**src/rtl/music_cal_pkg.sv**
```systemverilog
// Shared definitions for the calculator datapath: opcodes, FSM states,
// datapath widths and the keypad key codes used by the entry stage.
package music_cal_pkg;

  localparam int DIGW     = 4;
  localparam int BINW     = 8;
  localparam int BCD_ITER = 8;

  localparam logic [2:0] OP_ADD = 3'd0;
  localparam logic [2:0] OP_SUB = 3'd1;
  localparam logic [2:0] OP_AND = 3'd2;
  localparam logic [2:0] OP_OR  = 3'd3;
  localparam logic [2:0] OP_CMP = 3'd4;

  localparam logic [3:0] KEY_ADD = 4'hA;
  localparam logic [3:0] KEY_SUB = 4'hB;
  localparam logic [3:0] KEY_AND = 4'hC;
  localparam logic [3:0] KEY_OR  = 4'hD;
  localparam logic [3:0] KEY_CMP = 4'hE;
  localparam logic [3:0] KEY_EQ  = 4'hF;

  typedef enum logic [2:0] {
    ST_IDLE  = 3'd0,
    ST_LOAD  = 3'd1,
    ST_CONV  = 3'd2,
    ST_EXEC  = 3'd3,
    ST_SHIFT = 3'd4,
    ST_DONE  = 3'd5
  } state_t;

  // Tens digit to binary using only shifts and one add.
  function automatic logic [BINW-1:0] times10(input logic [DIGW-1:0] x);
    logic [BINW-1:0] w;
    w = BINW'(x);
    return (w << 3) + (w << 1);
  endfunction

endpackage

```
**src/rtl/bcd_alu_exec_bin2bcd_seq.sv**
```systemverilog
// Iterative double-dabble: one add-3/shift step per cycle, three BCD digits out.
module bin2bcd_seq #(
  parameter int DATA_W = 8,
  parameter int STAGES = 8
) (
  input  logic              clk_i,
  input  logic              rst_i,
  input  logic              start_i,
  input  logic [DATA_W-1:0] bin_i,
  output logic              last_o,
  output logic [3:0]        bcd2_o,
  output logic [3:0]        bcd1_o,
  output logic [3:0]        bcd0_o
);

  localparam int SRW  = DATA_W + 12;
  localparam int CNTW = (STAGES > 1) ? $clog2(STAGES) : 1;

  logic [SRW-1:0]  sr_q;
  logic [SRW-1:0]  sr_d;
  logic [CNTW-1:0] cnt_q;
  logic            busy_q;
  logic [11:0]     dig_q;

  function automatic logic [SRW-1:0] dabble_step(input logic [SRW-1:0] v);
    logic [SRW-1:0] t;
    t = v;
    for (int k = 0; k < 3; k++) begin
      if (t[DATA_W + 4*k +: 4] >= 4'd5)
        t[DATA_W + 4*k +: 4] = t[DATA_W + 4*k +: 4] + 4'd3;
    end
    return t << 1;
  endfunction

  assign sr_d   = dabble_step(sr_q);
  assign last_o = busy_q && (cnt_q == CNTW'(STAGES - 1));
  assign bcd2_o = dig_q[11:8];
  assign bcd1_o = dig_q[7:4];
  assign bcd0_o = dig_q[3:0];

  // Load on start, then step once per cycle; the final step also publishes the digits.
  always_ff @(posedge clk_i) begin
    if (rst_i) begin
      sr_q   <= '0;
      cnt_q  <= '0;
      busy_q <= 1'b0;
      dig_q  <= '0;
    end else if (start_i) begin
      sr_q   <= {12'd0, bin_i};
      cnt_q  <= '0;
      busy_q <= 1'b1;
    end else if (busy_q) begin
      sr_q  <= sr_d;
      cnt_q <= cnt_q + CNTW'(1);
      if (last_o) begin
        busy_q <= 1'b0;
        dig_q  <= sr_d[SRW-1:DATA_W];
      end
    end
  end

endmodule

```
**src/rtl/bcd_alu_exec.sv**
```systemverilog
// Two-digit BCD ALU: latch operands, convert to binary, execute, and
// convert the magnitude back to three BCD digits with a busy/done handshake.
import music_cal_pkg::*;

module bcd_alu_exec (
  input  logic            IN_clk,
  input  logic            IN_reset,
  input  logic [DIGW-1:0] IN_SRCH,
  input  logic [DIGW-1:0] IN_SRCL,
  input  logic [DIGW-1:0] IN_DSTH,
  input  logic [DIGW-1:0] IN_DSTL,
  input  logic [2:0]      IN_ALU_OP,
  input  logic            IN_finish,
  output logic            OUT_busy,
  output logic            OUT_done,
  output logic [DIGW-1:0] OUT_RES2,
  output logic [DIGW-1:0] OUT_RES1,
  output logic [DIGW-1:0] OUT_RES0,
  output logic            OUT_neg,
  output logic            OUT_zero,
  output logic            OUT_err
);

  state_t          state_q, state_d;
  logic [DIGW-1:0] srch_q, srcl_q, dsth_q, dstl_q;
  logic [2:0]      op_q;
  logic            err_q;
  logic [BINW-1:0] src_q, dst_q;
  logic [BINW-1:0] res_q, res_d;
  logic            neg_q, neg_d, zero_q, zero_d;
  logic            out_neg_q, out_zero_q, out_err_q;
  logic            dd_start, dd_last;

  // State register.
  always_ff @(posedge IN_clk) begin
    if (IN_reset) state_q <= ST_IDLE;
    else          state_q <= state_d;
  end

  // Next-state logic; the conversion engine decides when SHIFT ends.
  always_comb begin
    state_d = state_q;
    case (state_q)
      ST_IDLE:  if (IN_finish) state_d = ST_LOAD;
      ST_LOAD:  state_d = ST_CONV;
      ST_CONV:  state_d = ST_EXEC;
      ST_EXEC:  state_d = ST_SHIFT;
      ST_SHIFT: if (dd_last) state_d = ST_DONE;
      ST_DONE:  state_d = ST_IDLE;
      default:  state_d = ST_IDLE;
    endcase
  end

  // FSM outputs decoded from the current state.
  always_comb begin
    OUT_busy = (state_q != ST_IDLE);
    OUT_done = (state_q == ST_DONE);
    dd_start = (state_q == ST_EXEC);
  end

  // Operation result; an error forces everything to zero.
  always_comb begin
    res_d  = '0;
    neg_d  = 1'b0;
    zero_d = 1'b0;
    if (!err_q) begin
      case (op_q)
        OP_ADD: res_d = src_q + dst_q;
        OP_SUB: begin
          neg_d = (src_q < dst_q);
          res_d = neg_d ? (dst_q - src_q) : (src_q - dst_q);
        end
        OP_AND: res_d = src_q & dst_q;
        OP_OR:  res_d = src_q | dst_q;
        OP_CMP: begin
          neg_d  = (src_q < dst_q);
          zero_d = (src_q == dst_q);
        end
        default: res_d = '0;
      endcase
      if (op_q != OP_CMP) zero_d = (res_d == '0);
    end
  end

  // Datapath registers, one group per FSM state.
  always_ff @(posedge IN_clk) begin
    if (IN_reset) begin
      srch_q <= '0; srcl_q <= '0; dsth_q <= '0; dstl_q <= '0; op_q <= '0;
      err_q <= 1'b0; src_q <= '0; dst_q <= '0;
      res_q <= '0; neg_q <= 1'b0; zero_q <= 1'b0;
      out_neg_q <= 1'b0; out_zero_q <= 1'b0; out_err_q <= 1'b0;
    end else begin
      case (state_q)
        ST_IDLE: if (IN_finish) begin
          srch_q <= IN_SRCH; srcl_q <= IN_SRCL;
          dsth_q <= IN_DSTH; dstl_q <= IN_DSTL;
          op_q   <= IN_ALU_OP;
        end
        ST_LOAD: err_q <= (srch_q > 4'd9) || (srcl_q > 4'd9) || (dsth_q > 4'd9) ||
                          (dstl_q > 4'd9) || (op_q > OP_CMP);
        ST_CONV: begin
          src_q <= times10(srch_q) + BINW'(srcl_q);
          dst_q <= times10(dsth_q) + BINW'(dstl_q);
        end
        ST_EXEC: begin
          res_q  <= res_d;
          neg_q  <= neg_d;
          zero_q <= zero_d;
        end
        ST_SHIFT: if (dd_last) begin
          out_neg_q  <= neg_q;
          out_zero_q <= zero_q;
          out_err_q  <= err_q;
        end
        default: ;
      endcase
    end
  end

  assign OUT_neg  = out_neg_q;
  assign OUT_zero = out_zero_q;
  assign OUT_err  = out_err_q;

  bin2bcd_seq #(
    .DATA_W (BINW),
    .STAGES (BCD_ITER)
  ) u_bin2bcd (
    .clk_i   (IN_clk),
    .rst_i   (IN_reset),
    .start_i (dd_start),
    .bin_i   (res_d),
    .last_o  (dd_last),
    .bcd2_o  (OUT_RES2),
    .bcd1_o  (OUT_RES1),
    .bcd0_o  (OUT_RES0)
  );

endmodule

```
**config.mk**
```make
export PLATFORM = sky130hd
export DESIGN_NAME = bcd_alu_exec
export DESIGN_NICKNAME = d
export VERILOG_FILES = /design/src/rtl/music_cal_pkg.sv /design/src/rtl/bcd_alu_exec_bin2bcd_seq.sv /design/src/rtl/bcd_alu_exec.sv
export SDC_FILE = /design/constraint.sdc
export NUM_CORES = 1
export LEC_CHECK = 0
export BUFFER_PORTS_ARGS = -buffer_cell sky130_fd_sc_hd__clkbuf_2
export CAP_MARGIN = 10
export CORE_MARGIN = 4
export CORE_UTILIZATION = 59
export DETAILED_ROUTE_END_ITERATION = 16
export PLACE_DENSITY = 0.79
export SLEW_MARGIN = 15
export SYNTH_ARGS = -nofsm -noshare
export SYNTH_HDL_FRONTEND = slang
export SYNTH_SLANG_ARGS = --single-unit
```
**constraint.sdc**
```tcl
create_clock -name IN_clk -period 8.6 [get_ports IN_clk]
set_input_delay 0.43 -clock IN_clk [delete_from_list [all_inputs] [get_ports IN_clk]]
set_output_delay 0.43 -clock IN_clk [all_outputs]
set_load 0.02 [all_outputs]
```
* Yosys cells after proc, flatten, opt, wreduce, memory -nomap -nowiden
Cells that the tools add are included.
Storage, ports and cells: flip-flop bits (word level) 80, word-level logic and storage cells 92, bits of input ports 22, output and inout port bits 17
Cells by class: bitwise logic cells 3, multiplexer cells 20, add/sub/neg operators 11, equal/unequal tests 14, order comparisons 9, reductions and logical operators 16
Operators by type and width (count):
- $mux W8 | 5
- $pmux W8 S4 | 1
- $add A7 B5 Y8 | 2
- $add A8 B4 Y8 | 2
- $gt A4 B4 Y1 const B | 4
- $sub A8 B8 Y8 | 2
- $pmux W3 S5 | 1
- $eq A3 B2 Y1 const B | 4
- $eq A3 B3 Y1 const B | 4
- $ge A4 B3 Y1 const B | 3
- $mux W3 | 3
- $add A4 B2 Y4 const B | 2
- $add A8 B8 Y8 | 1
- $and A8 B8 Y8 | 1
- $eq A8 B8 Y1 | 1
- $logic_not A8 Y1 | 1
- $lt A8 B8 Y1 | 1
- $mux W1 | 8
- $mux W4 | 2
- $or A8 B8 Y8 | 1
- $eq A3 B1 Y1 const B | 2
- $logic_not A3 Y1 | 2
- $reduce_and A2 Y1 | 3
- $logic_or A1 B1 Y1 | 4
- other kinds (11) | 13

* Logic depth before layout (Yosys ltp)
depth in word-level cells 7, depth in mapped cells 12, mapped depth without buffers 12

* Cells and area by module
From an unflattened synthesis, not the netlist that was laid out.
Second synthesis, totals: cells, all modules 656, area, all modules 5402.7 um^2
Modules (own cells, without submodules):
- bcd_alu_exec | times used 1, area an instance 3619.7 um^2, sequential area each 880.8 um^2, cells an instance 456
- bin2bcd_seq | times used 1, area an instance 1783.0 um^2, sequential area each 720.7 um^2, cells an instance 200

* Least setup slack after synthesis
Ideal clock, no wire load.
path kind register to register, start reg src_q[0], end reg zero_q, period minus slack after synthesis 2991 ps, arrival 2921 ps, stages on the path, launching flop included 13, path buffers 0, path slack 5609 ps, library setup time 70 ps, required time 8530 ps, cells stage by stage dfxtp_1 inv_1 ha_1 inv_1 fa_1 nor3b_4 o31a_4 nor3_4 mux2_4 o21ai_2 nand4b_1 or4b_1 a21oi_1
On the way: longest elaborated chain between the ends 7, elaborated cells on any way between the ends 14, those cells by class add/sub (3); order compare (1); eq/ne (1); mux (6); bitwise (2); reduce/logical (1)
RTL lines:
- start, declared | RTL line bcd_alu_exec.sv:28 | logic [BINW-1:0] src_q, dst_q;
- start signal, assigned | RTL line bcd_alu_exec.sv:102 | src_q <= times10(srch_q) + BINW'(srcl_q);
- $sub A8 B8 Y8 or $lt A8 B8 Y1 (tied branches) | RTL line bcd_alu_exec.sv:71, bcd_alu_exec.sv:70
- $mux W8 | RTL line bcd_alu_exec.sv:71 | res_d = neg_d ? (dst_q - src_q) : (src_q - dst_q);
- $pmux W8 S4 | RTL line bcd_alu_exec.sv:67 | case (op_q)
- $mux W8 | RTL line bcd_alu_exec.sv:66 | if (!err_q) begin
- $logic_not A8 Y1 | RTL line bcd_alu_exec.sv:81 | if (op_q != OP_CMP) zero_d = (res_d == '0);
- $mux W1 (*) | RTL line bcd_alu_exec.sv:81
- $mux W1 (*) | RTL line bcd_alu_exec.sv:66
- end signal, assigned | RTL line bcd_alu_exec.sv:108 | zero_q <= zero_d;
- end, declared | RTL line bcd_alu_exec.sv:30 | logic neg_q, neg_d, zero_q, zero_d;
Every way passes the cells marked *; elsewhere a longest branch is shown, timed or not. The select of a mux whose other input is x is not followed. A chain may end at the register's enable or synchronous reset.

* Worst setup path after layout
Ends and elaborated chain as after synthesis.

==> reports/results.ini <==
[run_status]
outcome = finished, final reports clean

[cells_and_area]
antenna_cells = 0
syn_to_final_growth_pct = 7.62
fin_nets = 740
fin_cells = 769
fillers = 758
drive_gt1_share_pct = 12.1
fin_util_pct = 64.9
final_cell_mix = nand2_1, dfxtp_1, a21oi_1, ha_1, nor2_1
layout_commonest_cell = nand2_1

[global_route]
grt.overflow.total = 0
antenna_found_initial = 0
grtUsageTotal_pct = 24.7
grt_pass1_wl_microns = 20400
grt_max_degree = 68
grt_pass1_vias = 4244

[placement]
placed_cells = 753
place_congestion = 0.916
dp.final_hpwl_microns = 9110
port_buffers = 38

[routing]
drt-total-wl_microns = 12300
final_antenna_net_count = 0
wl_per_cell_microns = 16.0
firstDrtPassIters = 4
viasPerCell = 5.86
drc = 0
drt_iter0_markers = 266
via_count = 4503

[clock_network]
cts-resized-gates = 0
cts_tree = done
cts.path.max_buffers = 2
worstSkewPairLatency_ns = 0.36
clockRootBuffer = clkbuf_8
cts_hold_buf = 0
clkTransAtPathRegs_ns = 0.09
cts_sinks = 80
postCtsSetupRepairBufs = 0
h-tree-depth = 3
numCtsBuffers = 9

[yosys]
synth-seq-cells = 80
ys.flop_type = dfxtp_1
synth_edf_count = 0
synthArstFlopShare_pct = 0
yosys.area.top_type = dfxtp_1
netlist-cell-type-count = 71
yosys_warnings = 0
synth_area_sq_um = 5240
netlist_instances = 638
synth.net_count = 722
avgSynthCellArea_sq_um = 8.21
synth_area_leaders = dfxtp_1, ha_1, a21oi_1
synth_top_area_share_pct = 30.6
yosysSeqAreaShare_pct = 30.6

[die]
chipHeight_microns = 102
die_x_microns = 102
core-area_sq_um = 8680
pin_count = 39
dieArea_sq_um = 10400
start_util_pct = 60.3
fp-row-count = 34

[power]
power_density_nw_per_um2 = 166
irDropWorstVdd_mv = 0.128
p_leak_nw = 2.26

[timing]
fin_tns_setup_ns = 0
fin_crit_sh_pct = 37.9
grt_setup_unrepaired = false
hold_violations = 0
fin_skew_ns = 0.0126
tightest_slew_ns = 0.866
drv_slew = 0
slew-limit-headroom_pct = 42.2
fmax_mhz = 307
period_minus_slack_ns = 3.26
setup_viol_count_final = 0

[critical_path]
startpoint_type = register
arrival_ns = 3.55
critPathRequiredTime_ns = 8.89
crit_start = src_q[0]
cp_max_fo = 6
crit_path_top_delay_cell = or4b_1
rr_startpoint = src_q[0]
crit_path_end_kind = register
slowest_delay_ns = 0.53
crit_type = reg -> reg
r2r_slack_ns = 5.34
crit_chain = inv_1 > ha_1 > inv_1 > fa_1 > nor3b_4 > o31a_4 > nor3_4 > mux2_4 > o21ai_2 > nand4b_1 > or4b_1 > a21oi_1
cpMostUsedCell = inv_1

[min_path]
hold_class = in -> reg
hold_path.startpoint = IN_DSTH[0]

[run]
cap_violations = 0

-- synthesized netlist by cell type, drive strengths merged, types with 9 or more instances --
cell / count
inv: 33
o21ai: 18
nand2: 103
nand2b: 9
dfxtp: 80
a21o: 9
nand3: 9
nor2: 49
a211oi: 11
a21oi: 80
clkbuf: 27
mux2i: 19
xnor2: 11
ha: 55
nor3: 15
-- metrics by stage --
step / cell area (sq um) / total power, mW / hold slack (ns) / worst slack [ns]
after floorplan: 5240 / 0.594 / 0.432 / 5.61
after global placement: 5420 / 0.640 / 0.443 / 5.46
after detailed placement: 5420 / 0.643 / 0.449 / 5.36
after CTS: 5630 / 0.941 / 0.257 / 5.34
after global routing: 5630 / 0.986 / 0.282 / 5.12
final: 5630 / 0.936 / 0.280 / 5.34
-- worst paths after layout --
| check | cells after the start | endpoint |
|---|---|---|
| worst max-delay path | 12 | zero_q |
| worst min-delay path | 3 | dsth_q[0] |
| worst max register to register | 12 | zero_q |
| worst min register to register | 2 | u_bin2bcd.dig_q[0] |
-- registers in the layout (all words and copies together) (netlist names), 3 cells and up --
register         flops
u_bin2bcd.cnt_q      3
u_bin2bcd.dig_q     12
srch_q               4
dst_q                8
dstl_q               4
u_bin2bcd.sr_q      20
src_q                8
srcl_q               4
op_q                 3
state_q              3
dsth_q               4
-- critical path, delay by kind of cell (launching register included) --
| kind | cells | cell delay, ns |
|---|---|---|
| DFF | 1 | 0.37 |
| adders and majority gates | 2 | 0.54 |
| AOI/OAI and AO/OA | 3 | 0.66 |
| and+or+nand+nor | 4 | 1.13 |
| muxes | 1 | 0.34 |
| buffers and inverters | 2 | 0.17 |
-- cells by family after synthesis --
| kind of cell | synth area share [%] |
|---|---|
| AOI/OAI and AO/OA | 19.9 |
| xor gates and xnor gates | 2.17 |
| buffers and inverters | 5.40 |
| and+or+nand+nor | 20.9 |
| adders and majority gates | 15.8 |
| DFF | 30.6 |
| muxes | 5.21 |
-- area by class of cell --
class                           instances  area (sq um)  area share, %
Multi-Input combinational cell        491          3350           59.5
Sequential cell                        80          1600           28.4
Timing Repair Buffer                   41           213           3.78
Clock buffer                           10           138           2.44
Tap cell                              108           135           2.40
Inverter                               33           124           2.20
Clock inverter                          6          72.6           1.29
-- where the power goes --
| group | switching (mW) | internal, mW |
|---|---|---|
| sequential | 0.0220 | 0.384 |
| combinational | 0.135 | 0.0970 |
| clock | 0.151 | 0.146 |
| total | 0.308 | 0.628 |
-- metal layers --
metal / part of all wire, % / track usage, %
met2: 46 / 39.8
met4: 1.9 / 7.57
met3: 5.0 / 4.64
met5: 0 / 0
met1: 47 / 33.8
(Power assumes the default switching activity.)
